### config.mk
export PLATFORM = sky130hd
export DESIGN_NAME = id_pipe_stage
export DESIGN_NICKNAME = d
export VERILOG_FILES = /design/src/rtl/id_pipe_stage.sv
export SDC_FILE = /design/constraint.sdc
export NUM_CORES = 1
export LEC_CHECK = 0
export CORE_AREA = 2 2 134 136
export CTS_BUF_LIST = sky130_fd_sc_hd__clkbuf_16
export CTS_CLUSTER_DIAMETER = 80
export DETAILED_ROUTE_END_ITERATION = 8
export DIE_AREA = 0 0 136 138
export PLACE_DENSITY = 0.72
export SLEW_MARGIN = 20
export SYNTH_ARGS = -nofsm -noshare
export SYNTH_HDL_FRONTEND = slang
export SYNTH_SLANG_ARGS = --single-unit
### constraint.sdc
create_clock -name clk -period 4.4 [get_ports clk]
set_clock_uncertainty 0.15 [all_clocks]
set_input_delay 1.32 -clock clk [delete_from_list [all_inputs] [get_ports clk]]
set_output_delay 1.32 -clock clk [all_outputs]
set_load 0.03 [all_outputs]
### src/rtl/id_pipe_stage.sv
// ID stage: decodes MIPS fields and holds them in a 2-entry skid buffer at the
// ID/EX boundary, with flush, load-use bubble insertion and a saturating stall counter.
module id_pipe_stage #(
    parameter int ADDR_W     = 32,
    parameter int INST_W     = 32,
    parameter int DATA_W     = 32,
    parameter int REG_ADDR_W = 5,
    parameter int CNT_W      = 16
) (
    input  logic                  clk,
    input  logic                  rst,
    input  logic                  in_valid,
    output logic                  in_ready,
    input  logic [ADDR_W-1:0]     in_pc_plus4,
    input  logic [INST_W-1:0]     in_inst,
    input  logic                  flush,
    input  logic                  ex_load_valid,
    input  logic [REG_ADDR_W-1:0] ex_load_rt,
    output logic                  out_valid,
    input  logic                  out_ready,
    output logic [ADDR_W-1:0]     out_pc_plus4,
    output logic [REG_ADDR_W-1:0] out_rs,
    output logic [REG_ADDR_W-1:0] out_rt,
    output logic [REG_ADDR_W-1:0] out_rd,
    output logic [5:0]            out_opcode,
    output logic [5:0]            out_funct,
    output logic [DATA_W-1:0]     out_imm_signed,
    output logic [DATA_W-1:0]     out_imm_unsigned,
    output logic [DATA_W-1:0]     out_shamt,
    output logic [CNT_W-1:0]      stall_cnt,
    output logic [1:0]            dbg_state
);

    typedef enum logic [1:0] {
        EMPTY = 2'd0,
        ONE   = 2'd1,
        TWO   = 2'd2
    } state_t;

    typedef struct packed {
        logic [ADDR_W-1:0]     pc_plus4;
        logic [REG_ADDR_W-1:0] rs;
        logic [REG_ADDR_W-1:0] rt;
        logic [REG_ADDR_W-1:0] rd;
        logic [5:0]            opcode;
        logic [5:0]            funct;
        logic [DATA_W-1:0]     imm_signed;
        logic [DATA_W-1:0]     imm_unsigned;
        logic [DATA_W-1:0]     shamt;
    } entry_t;

    state_t state, state_nxt;
    entry_t decoded, head, skid;
    logic   hazard, accept, issue;
    logic   load_head_new, load_skid_new, head_from_skid;

    always_comb begin
        decoded              = '0;
        decoded.pc_plus4     = in_pc_plus4;
        decoded.rs           = REG_ADDR_W'(in_inst[25:21]);
        decoded.rt           = REG_ADDR_W'(in_inst[20:16]);
        decoded.rd           = REG_ADDR_W'(in_inst[15:11]);
        decoded.opcode       = in_inst[31:26];
        decoded.funct        = in_inst[5:0];
        decoded.imm_signed   = DATA_W'($signed(in_inst[15:0]));
        decoded.imm_unsigned = DATA_W'(in_inst[15:0]);
        decoded.shamt        = DATA_W'(in_inst[10:6]);
    end

    // Handshakes: a transfer happens on a rising edge where valid & ready are both
    // high. in_ready depends only on registered occupancy; out_valid is dropped
    // while a load-use hazard holds the head. flush cancels both transfers.
    always_comb begin
        hazard    = ex_load_valid && (state != EMPTY) && (ex_load_rt != '0) &&
                    ((ex_load_rt == head.rs) || (ex_load_rt == head.rt));
        in_ready  = (state != TWO);
        out_valid = (state != EMPTY) && !hazard;
        accept    = in_valid && in_ready && !flush;
        issue     = out_valid && out_ready && !flush;
    end

    always_ff @(posedge clk) begin
        if (rst) state <= EMPTY;
        else     state <= state_nxt;
    end

    always_comb begin
        state_nxt      = state;
        load_head_new  = 1'b0;
        load_skid_new  = 1'b0;
        head_from_skid = 1'b0;
        if (flush) begin
            state_nxt = EMPTY;
        end else begin
            case (state)
                EMPTY: begin
                    if (accept) begin
                        state_nxt     = ONE;
                        load_head_new = 1'b1;
                    end
                end
                ONE: begin
                    if (accept && issue) begin
                        load_head_new = 1'b1;
                    end else if (accept) begin
                        state_nxt     = TWO;
                        load_skid_new = 1'b1;
                    end else if (issue) begin
                        state_nxt = EMPTY;
                    end
                end
                TWO: begin
                    if (issue) begin
                        state_nxt      = ONE;
                        head_from_skid = 1'b1;
                    end
                end
                default: state_nxt = EMPTY;
            endcase
        end
    end

    always_ff @(posedge clk) begin
        if (rst) begin
            head <= '0;
            skid <= '0;
        end else begin
            if (load_head_new)       head <= decoded;
            else if (head_from_skid) head <= skid;
            if (load_skid_new)       skid <= decoded;
        end
    end

    // Counts every hazard cycle, sticking at all-ones; flush does not clear it.
    always_ff @(posedge clk) begin
        if (rst)                         stall_cnt <= '0;
        else if (hazard && stall_cnt != '1) stall_cnt <= stall_cnt + 1'b1;
    end

    always_comb begin
        out_pc_plus4     = head.pc_plus4;
        out_rs           = head.rs;
        out_rt           = head.rt;
        out_rd           = head.rd;
        out_opcode       = head.opcode;
        out_funct        = head.funct;
        out_imm_signed   = head.imm_signed;
        out_imm_unsigned = head.imm_unsigned;
        out_shamt        = head.shamt;
        dbg_state        = state;
    end

endmodule

# ---- Word level (Yosys, flattened, before mapping)
# Cells that the tools add are included.
dict set report op_classes {
  mux 18
  add_sub_neg 1
  mul 0
  reduce_logical 19
  bitwise_logic 0
  shifts 0
  order_cmp 0
  div 0
  eq_ne 10
}
# op count
set ops {}
lappend ops {{2-to-1 mux 155 bit} 2}
lappend ops {{adder 16 x 1 -> 16 bit, second input constant} 1}
lappend ops {{!= test 16 bit, second input constant} 1}
lappend ops {{equality test 5 bit} 2}
lappend ops {{logical AND 1 bit} 10}
lappend ops {{2-to-1 mux 2 bit} 5}
lappend ops {{2-to-1 mux 1 bit} 9}
lappend ops {{!= test 2 bit, second input constant} 4}
lappend ops {{one-hot mux 2 bit (3 select lines)} 1}
lappend ops {{nonzero test 5 bit} 1}
lappend ops {{AND reduction 4 bit} 1}
lappend ops {{nonzero test 2 bit} 2}
lappend ops {{!= test 3 bit, second input constant} 1}
lappend ops {{equality test 2 x 1 -> 1 bit, second input constant} 1}
lappend ops {{equality test 2 bit, second input constant} 1}
lappend ops {{logical NOT 1 bit} 2}
lappend ops {{logical NOT 2 bit} 1}
lappend ops {{one-hot mux 1 bit (2 select lines)} 1}
lappend ops {{OR reduction 2 bit} 1}
lappend ops {{logical OR 1 bit} 1}
dict set report totals {
  romBits 0
  mem_bits_rw 0
  register_bits 226
  elab_cells 68
  latch_bits 0
  n_memories 0
}

# ---- Logic depth before layout (Yosys ltp)
# Gate-level depths: netlist (run 1).
dict set report logic_depth {
  word_depth 13
  depth_mapped 9
  mapped_depth_nobuf 7
}

# ---- Worst setup path before layout (run 1)
# OpenSTA, ideal clock, no wires.
dict set report synth_path {
  path_kind {input -> output}
  from {input ex_load_rt[1]}
  to {output out_valid}
  required_time_ps 2930
  arrival_ps 2617
  n_path_buf 0
  slack_ps 313
  cell_stages 3
  path_cell_list {or4_4 o221a_4 a21oi_1}
}
dict set report synth_between {
  elab_chain_cells 5
  word_cells_on_any_way 8
  classes_between {eq/ne: 2; reduce/logical: 6}
}
# item line
set synth_rtl {}
lappend synth_rtl {{start: declaration} 18} ;# input logic [REG_ADDR_W-1:0] ex_load_rt,
lappend synth_rtl {{equality test 5 bit or nonzero test 5 bit (tied branches)} {75, 74}}
lappend synth_rtl {{logical OR 1 bit or logical AND 1 bit (tied branches)} {75, 74}}
lappend synth_rtl {{logical AND 1 bit (*)} 74} ;# hazard = ex_load_valid && (state != EMPTY) && (ex_load_rt != '0) &&
lappend synth_rtl {{logical NOT 1 bit (*)} 77} ;# out_valid = (state != EMPTY) && !hazard;
lappend synth_rtl {{logical AND 1 bit (*)} 77}
lappend synth_rtl {{end: declaration} 19} ;# output logic out_valid,
# Every way passes the cells marked *; elsewhere a longest branch is shown, timed or not.

# ---- Final worst setup path (run 1)
# Same ends and word-level chain as after synthesis.

==> results of run 1 <==
[kinds of logic after synthesis]
| logic type | count (synthesis) |
|---|---|
| mux | 5 |
| xor+xnor | 23 |
| compound gates | 143 |
| fa+ha+maj | 1 |
| buf+inv | 152 |
| other cells | 1 |
| flops | 146 |
| simple gates | 387 |
[layout make-up]
class,count,area [µm²]
Clock buffer,17,425
Clock inverter,15,118
Fill cell,1686,8430
Inverter,3,11.3
Multi-Input combinational cell,602,3110
Sequential cell,146,2920
Tap cell,229,287
Timing Repair Buffer,225,2240
[flip-flops by register name, summed over array words and instances (netlist names)]
signal	cells
stall_cnt	16
skid	64
out_opcode	6
out_pc_plus4	32
out_rs	5
out_rt	5
out_rd	4
out_funct	5
out_imm_signed	7
dbg_state	2
[layer usage]
| metal | share of wire, % | global-route usage, % |
|---|---|---|
| met1 | 44 | 23.2 |
| met3 | 5.7 | 4.51 |
| met5 | 0 | 0 |
| met2 | 49 | 30.4 |
| met4 | 1.4 | 5.48 |
[worst paths after layout]
path | from | end | slack (ns) | cells past startpoint
worst max-delay path | ex_load_rt[1] | out_valid | 0.08 | 5
worst min-delay path | skid[144] | skid[144] | 0.30 | 2
worst max register to register | out_rs[4] | out_pc_plus4[11] | 1.86 | 8
worst min register to register | skid[144] | skid[144] | 0.30 | 2
[Yosys cell counts (2+ instances only)]
master	number
and3_1	5
buf_2	15
dfxtp_1	146
nor4_1	9
xnor2_1	23
nor2_1	82
nor3_1	4
mux2i_1	3
a21o_1	2
and4_1	2
nand2_1	259
a311oi_1	50
clkbuf_1	41
a211oi_1	2
buf_4	93
inv_1	3
mux2_2	2
nand3_1	12
o21ai_0	2
nor2b_1	6
a311oi_2	13
a21oi_1	66
a21oi_4	2
[where the power goes]
part	leakage (nW)	internal [W]	switching, W
Sequential	1.19	0.00137	0.0000369
Combinational	1.67	0.000231	0.000334
Clock	0.265	0.000771	0.000556
Total	3.13	0.00237	0.000927
[placed cells by master (no fill, tap or decap), types with 3 or more instances in the layout]
cell type / n
xnor2_1: 23
and3_1: 5
nor2_1: 82
clkinv_4: 3
clkdlybuf4s50_1: 204
clkbuf_16: 17
buf_12: 3
conb_1: 43
nor4_1: 9
nand3_1: 12
buf_4: 18
nor2b_1: 6
nor3_1: 4
a21oi_1: 66
dfxtp_1: 146
inv_1: 4
a311oi_2: 13
clkinv_1: 4
nand2_1: 259
a311oi_1: 50
mux2i_1: 3
[stage by stage]
stage	instance area, µm²	util (%)	hold WS (ns)	total power, W
after floorplan	6960	-	0.286	0.00182
after global placement	8560	48.8	0.292	0.00200
after detailed placement	8560	48.8	0.297	0.00200
after CTS	9110	51.9	0.305	0.00334
after global routing	9110	51.9	0.319	0.00343
final	9110	51.9	0.303	0.00330
[critical path: stages]
cell             delay (ns)
clkdlybuf4s50_1        0.42
or4_4                  0.55
o221a_4                0.23
a21oi_1                0.15
buf_4                  0.18
==> results.txt, run 1 <==
Peak Freq: 0.231 GHz
CTS Hold Bufs: 0
Max Transition Viols Final: 0
crit path launch type: primary input
Synth Register Bits: 146
Worst IR Drop VDD: 0.244 mV
die area: 18800 µm²
global placement routability congestion: 0.768
CTS Sinks: 146
fin cells: 1237
clock buffer count from CTS: 17
initial antenna violation count: 0
clk_lat worst skew: 0.41 ns
XOR/XNOR Fraction of Synth Area: 2.96%
Cells after Synth: 858
final period utilization: 98.3%
first-pass GRT wire length: 27900 µm
cell count after placement: 1205
area share of the largest cell type after synthesis: 42.9%
area leader, netlist: dfxtp_1
synth unique cells: 39
postcts setup bufs: 0
share of layout cells above drive strength 1: 7.14%
grt ovf: 0
Synth area leaders: dfxtp_1 43%, nand2_1 14%, buf_4 10%
compound-gate portion of the synthesized area: 16.2%
Row Count: 49
Mapped Avg Cell Area: 7.93 µm²
DP Worst Slack: 0.0786 ns
final setup vio count: 0
post-DR vias/cell: 4.85
critical path endpoint category: output port
largest net degree at the start of global routing: 69
Tmin final: 4.32 ns
Max FO, Critical Path: 2
post-synthesis mux area share: 0.772%
static leakage: 3.13 nW
# IOs: 250
total number of vias: 5995
Fin Setup TNS: 0 ns
critical path class: in2out
Top FF cell, synth: dfxtp_1
Die Y: 138 µm
vias in the first global route: 5576
Remaining DRCs: 0
status: complete, no violations
1st-iter DRT viols: 298
Post-synth ARST share: 0%
die width: 136 µm
DP HPWL: 11100 µm
critical path data arrival time: 2.85 ns
WL per Instance: 13.8 µm
Warnings, synthesis: 0
antenna cells: 0
Post-CTS Resized: 0
clock tree root buffer cell: clkbuf_16
Seq/Total Area, Yosys: 42.9%
IO Port Bufs: 206
Final Hold Fails: 0
core area: 17500 µm²
power per cell area: 362 nW/µm²
unrepaired setup endpoints after global routing: no
Syn Std Cell Area: 6810 µm²
combinational family with the most area after synthesis: simple AND/OR/NAND/NOR gates
CTS clk-pin slew, worst paths: 0.06 ns
Post-synth EDFFs: 0
adder-cell share of the synthesized area: 0.184%
drt total wl: 17100 µm
H-tree depth reported by CTS: 4
GRT Overall Usage: 18.2%
Worst Path Required: 2.93 ns
worst hold path type: reg2reg
Worst-Margin Slew: 0.718 ns
Final ANT Viol Nets: 0
simple-gate share of the synthesized area: 23.1%
CTS tree: built
area growth from synthesis to layout: 33.8%
Initial Util: 38.8%
Clock Tree Buf Depth: 2
DR pass1 iterations: 4
fin nets: 1071
setup ws final: 0.0760 ns
Rel. slew slack: 52.1%
maxcap violations: 0
No activity file was read; power rests on OpenSTA's default activity.
==> inputs of run 2 (changes only) <==
--- a/config.mk
+++ b/config.mk
@@ -5,12 +5,15 @@
 export SDC_FILE = /design/constraint.sdc
 export NUM_CORES = 1
 export LEC_CHECK = 0
-export CORE_AREA = 2 2 134 136
+export CELL_PAD_IN_SITES_DETAIL_PLACEMENT = 1
+export CELL_PAD_IN_SITES_GLOBAL_PLACEMENT = 2
+export CORE_AREA = 2 2 165 167
 export CTS_BUF_LIST = sky130_fd_sc_hd__clkbuf_16
 export CTS_CLUSTER_DIAMETER = 80
 export DETAILED_ROUTE_END_ITERATION = 8
-export DIE_AREA = 0 0 136 138
-export PLACE_DENSITY = 0.72
+export DIE_AREA = 0 0 167 169
+export HOLD_SLACK_MARGIN = 0.05
+export PLACE_DENSITY_LB_ADDON = 0.1
 export SLEW_MARGIN = 20
 export SYNTH_ARGS = -nofsm -noshare
 export SYNTH_HDL_FRONTEND = slang
==> run 2 against run 1 <==
Effect of this change:
- total power grew 3.9%
- clock power grew 8%
- worst hold slack gained 0.0025 ns
- register-to-register slack gained 0.05 ns
==> results.txt, run 2 (same netlist as run 1, synthesis figures left out) <==
post-DR vias/cell: 4.48
Clock Tree Buf Depth: 2
switching power: 0.00103 W
max reg flops: 64
Peak Freq: 0.231 GHz
# IOs: 250
critical-path cell list: clkdlybuf4s50_1 -> or4_4 -> o221a_4 -> a21oi_2 -> buf_6
maxcap violations: 0
slowest stage delay, CP: 0.57 ns
Worst Path Required: 2.93 ns
Worst IR Drop VDD: 0.196 mV
H-tree depth reported by CTS: 4
Power, Total: 0.00343 W
final hold slack: 0.305 ns
DR pass1 iterations: 4
fill count: 3141
WL per Instance: 16.0 µm
Initial Util: 25.7%
largest net degree at the start of global routing: 97
setup ws final: 0.0673 ns
DP HPWL: 13800 µm
Reg area: 2920 µm²
global placement routability congestion: 0.713
Worst-Margin Slew: 0.621 ns
clk_lat worst skew: 0.42 ns
switching portion of total power: 30.0%
GRT Overall Usage: 15.4%
critical path data arrival time: 2.86 ns
final period utilization: 98.5%
CTS Hold Bufs: 0
clock share of power: 42.1%
die width: 167 µm
worst hold path type: reg2reg
fin cells: 1351
part of the power in registers: 41.0%
Max Transition Viols Final: 0
commonest non-fill, non-tap cells in the layout: 259 x nand2_1, 204 x clkdlybuf4s50_1, 146 x dfxtp_1, 82 x nor2_1, 65 x a21oi_1
unrepaired setup endpoints after global routing: no
fin nets: 1072
1st-iter DRT viols: 215
Fin Setup TNS: 0 ns
initial antenna violation count: 0
Internal: 0.00240 W
IO Port Bufs: 206
static leakage: 3.16 nW
Critical-path top delay cell: or4_4
first-pass GRT wire length: 34800 µm
clock tree root buffer cell: clkbuf_16
Die Y: 169 µm
critical path class: in2out
Tmin final: 4.33 ns
vias in the first global route: 6241
Logic pwr share: 16.9%
share of layout cells above drive strength 1: 7.73%
final setup vio count: 0
area growth from synthesis to layout: 37.1%
cell count after placement: 1318
clock buffer count from CTS: 17
status: complete, no violations
critical path endpoint category: output port
CTS clk-pin slew, worst paths: 0.06 ns
Max FO, Critical Path: 2
grt ovf: 0
Rel. slew slack: 58.3%
DP Worst Slack: 0.0176 ns
CTS Sinks: 146
core area: 26500 µm²
Final ANT Viol Nets: 0
CTS tree: built
Remaining DRCs: 0
Largest Register: skid
crit path launch type: primary input
Final Hold Fails: 0
commonest non-fill, non-tap cell in the layout: nand2_1
area of the multi-input gates: 3110 µm²
power per cell area: 367 nW/µm²
die area: 28200 µm²
Row Count: 60
drt total wl: 21600 µm
total number of vias: 6046
==> run 2: cell types whose count changed in the layout (fill, tap and decap cells not counted) <==
cell | before | now
inv_8 | 0 | 3
inv_6 | 2 | 4
clkinv_1 | 4 | 0
a21oi_2 | 0 | 1
a21oi_1 | 66 | 65
diode_2 | 0 | 1
clkinv_2 | 2 | 1
buf_12 | 3 | 6
buf_4 | 18 | 15
buf_6 | 0 | 1
==> run 2: repair_timing <==
action | CTS | global route
gates resized for setup | 0 | 2
setup endpoints to repair | 0 | 1
setup buffers | 0 | 0
==> run 2: through the flow <==
step | utilization [%] | instance area [µm²]
after floorplan | - | 6960
after global placement | 33.0 | 8750
after detailed placement | 33.0 | 8750
after CTS | 35.2 | 9320
after global routing | 35.2 | 9330
final | 35.2 | 9330
==> run 2: power by group through the flow <==
stage / registers, W / logic, W / clock network (W)
global placement: 0.00144 / 0.000583 / 0
floorplan: 0.00151 / 0.000310 / 0
global route: 0.00141 / 0.000617 / 0.00156
CTS: 0.00141 / 0.000586 / 0.00151
finish: 0.00141 / 0.000579 / 0.00144
detailed placement: 0.00144 / 0.000584 / 0
==> run 2: area by class of cell <==
type / count / share of cell area (%)
antenna: 1 / 0.0268
clock buffer: 17 / 4.56
clock inverter: 15 / 1.60
inverter: 3 / 0.121
multi-input combinational: 602 / 33.3
sequential: 146 / 31.3
tap: 341 / 4.57
timing repair buffer: 226 / 24.5
==> run 2: per-layer routing <==
layer  track usage (%)  vias up  part of all wire (%)
met5                 0        -                     0
met1              20.3     2881                    48
li1                  -     3025                     -
met3              3.37        9                   4.0
met2              25.7      131                    47
met4              3.49        0                  0.75
==> run 2: worst paths after layout <==
path,cells after the start,start,to,slack (ns)
min reg2reg,2,skid[146],skid[146],0.31
max reg2reg,8,out_rs[4],out_pc_plus4[14],1.91
min,2,skid[146],skid[146],0.31
max,5,ex_load_rt[1],out_valid,0.07
==> run 2: critical path: cells and delay by family <==
kind / cells / cell delay [ns]
AND/OR/NAND/NOR: 1 / 0.57
buffers and inverters: 2 / 0.57
AO/OA/AOI/OAI: 2 / 0.39
==> inputs of run 3 (changes only) <==
==> constraint.sdc (replaced) <==
create_clock -name clk -period 5.55 [get_ports clk]
set_clock_uncertainty 0.15 [all_clocks]
set_input_delay 1.665 -clock clk [delete_from_list [all_inputs] [get_ports clk]]
set_output_delay 1.665 -clock clk [all_outputs]
set_load 0.03 [all_outputs]
==> run 3 against run 2 <==
Effect of this change:
- sequential share of layout area is 0.22 points higher
- combinational power is 22% lower
- die area stayed put
- critical path type unchanged
- highest routed layer unchanged
==> results.txt, run 3 (same netlist as run 1, synthesis figures left out) <==
setup ws final: 0.379 ns
max reg flops: 64
Buf/Inv on CP: 2
Critical-path top delay cell: or4_4
share of layout cells above drive strength 1: 6.70%
global placement routability congestion: 0.689
Rel. slew slack: 40.1%
worst hold path type: reg2reg
grt ovf: 0
reg-to-reg startpoint: out_rs[4]
clock buffer count from CTS: 17
Max FO, Critical Path: 5
Final ANT Viol Nets: 0
critical path class: in2out
1st-iter DRT viols: 216
drt total wl: 21600 µm
family with the most delay on the worst path: buffers and inverters
Hold Startpoint: skid[152]
# IOs: 250
Die Y: 169 µm
die width: 167 µm
core area: 26500 µm²
crit path launch type: primary input
Worst IR Drop VDD: 0.177 mV
CTS tree: built
critical path endpoint category: output port
vias in the first global route: 6111
Worst-Margin Slew: 0.899 ns
critical path data arrival time: 3.36 ns
power per cell area: 295 nW/µm²
Final Hold Fails: 0
Row Count: 60
total number of vias: 6044
Clock Tree Buf Depth: 2
initial antenna violation count: 1
WHS Path Cells: 2
maxcap violations: 0
IO Port Bufs: 206
commonest non-fill, non-tap cells in the layout: 259 x nand2_1, 204 x clkdlybuf4s50_1, 146 x dfxtp_1, 82 x nor2_1, 66 x a21oi_1
Fin Setup TNS: 0 ns
status: complete, no violations
Max Transition Viols Final: 0
critical-path cell list: clkdlybuf4s50_1 -> or4_4 -> o221a_4 -> a21oi_1 -> buf_4
static leakage: 3.12 nW
GRT Overall Usage: 15.1%
Largest Register: skid
CTS Hold Bufs: 0
clock tree root buffer cell: clkbuf_16
Initial Util: 25.7%
slowest stage delay, CP: 0.58 ns
unrepaired setup endpoints after global routing: no
WL per Instance: 16.1 µm
largest net degree at the start of global routing: 78
Crit. path cell count: 5
Peak Freq: 0.193 GHz
DP HPWL: 13700 µm
H-tree depth reported by CTS: 4
final setup vio count: 0
commonest non-fill, non-tap cell in the layout: nand2_1
Worst Path Required: 3.73 ns
area growth from synthesis to layout: 36.2%
CTS Sinks: 146
final hold slack: 0.307 ns
Tmin final: 5.17 ns
final period utilization: 93.2%
first-pass GRT wire length: 34100 µm
DP Worst Slack: 0.379 ns
Hold EP: skid[152]
Remaining DRCs: 0
clk_lat worst skew: 0.42 ns
die area: 28200 µm²
Post-CTS Resized: 0
postcts setup bufs: 0
Worst R2R End: out_pc_plus4[31]
DR pass1 iterations: 4
worst reg-to-reg setup slack: 2.82 ns
fin nets: 1063
worst r2r path cells: 8
post-DR vias/cell: 4.50
CTS clk-pin slew, worst paths: 0.06 ns
-- run 3: changes by cell type in the layout (fill, tap and decap cells not counted), moves of 2 or more --
cell / previous run / this run
inv_8: 3 / 0
buf_4: 15 / 7
clkinv_4: 3 / 1
clkinvlp_4: 2 / 5
-- run 3: cell type report --
type	count	area, µm²
fill	3164	17200
multi-input combinational	602	3110
sequential	146	2920
timing repair buffer	217	2210
tap	341	427
clock buffer	17	425
clock inverter	15	158
inverter	3	11.3
antenna	1	2.50
-- run 3: layer usage --
| metal | global-route usage [%] | routed length, µm | vias up |
|---|---|---|---|
| met5 | 0 | 0 | - |
| met3 | 2.74 | 831 | 15 |
| met1 | 20.3 | 10500 | 2885 |
| met4 | 4.69 | 248 | 0 |
| li1 | - | - | 3009 |
| met2 | 24.5 | 9970 | 135 |
-- run 3: metrics by stage --
stage | power (W) | instances | instance area, µm² | utilization (%)
floorplan | 0.00144 | 900 | 6960 | -
global placement | 0.00160 | 1309 | 8680 | 32.8
detailed placement | 0.00160 | 1309 | 8680 | 32.8
CTS | 0.00279 | 1341 | 9270 | 35.0
global route | 0.00286 | 1342 | 9270 | 35.0
finish | 0.00273 | 1342 | 9270 | 35.0
-- run 3: how the worst max path moves through the flow --
stage,start,end,slack [ns]
floorplan,ex_load_rt[1],out_valid,0.77
global placement,ex_load_rt[1],out_valid,0.40
detailed placement,ex_load_rt[1],out_valid,0.38
CTS,ex_load_rt[1],out_valid,0.38
global route,ex_load_rt[1],out_valid,0.31
finish,ex_load_rt[1],out_valid,0.38
-- run 3: worst min-delay path, stage by stage, from the launching register on --
cell and delay (ns):
dfxtp_1 0.31, nand2_1 0.05, a21oi_1 0.05
-- run 3: where the power goes --
part	switching (W)	total, W	internal (W)
sequential	0.0000311	0.00112	0.00109
combinational	0.000271	0.000454	0.000183
clock	0.000493	0.00116	0.000667
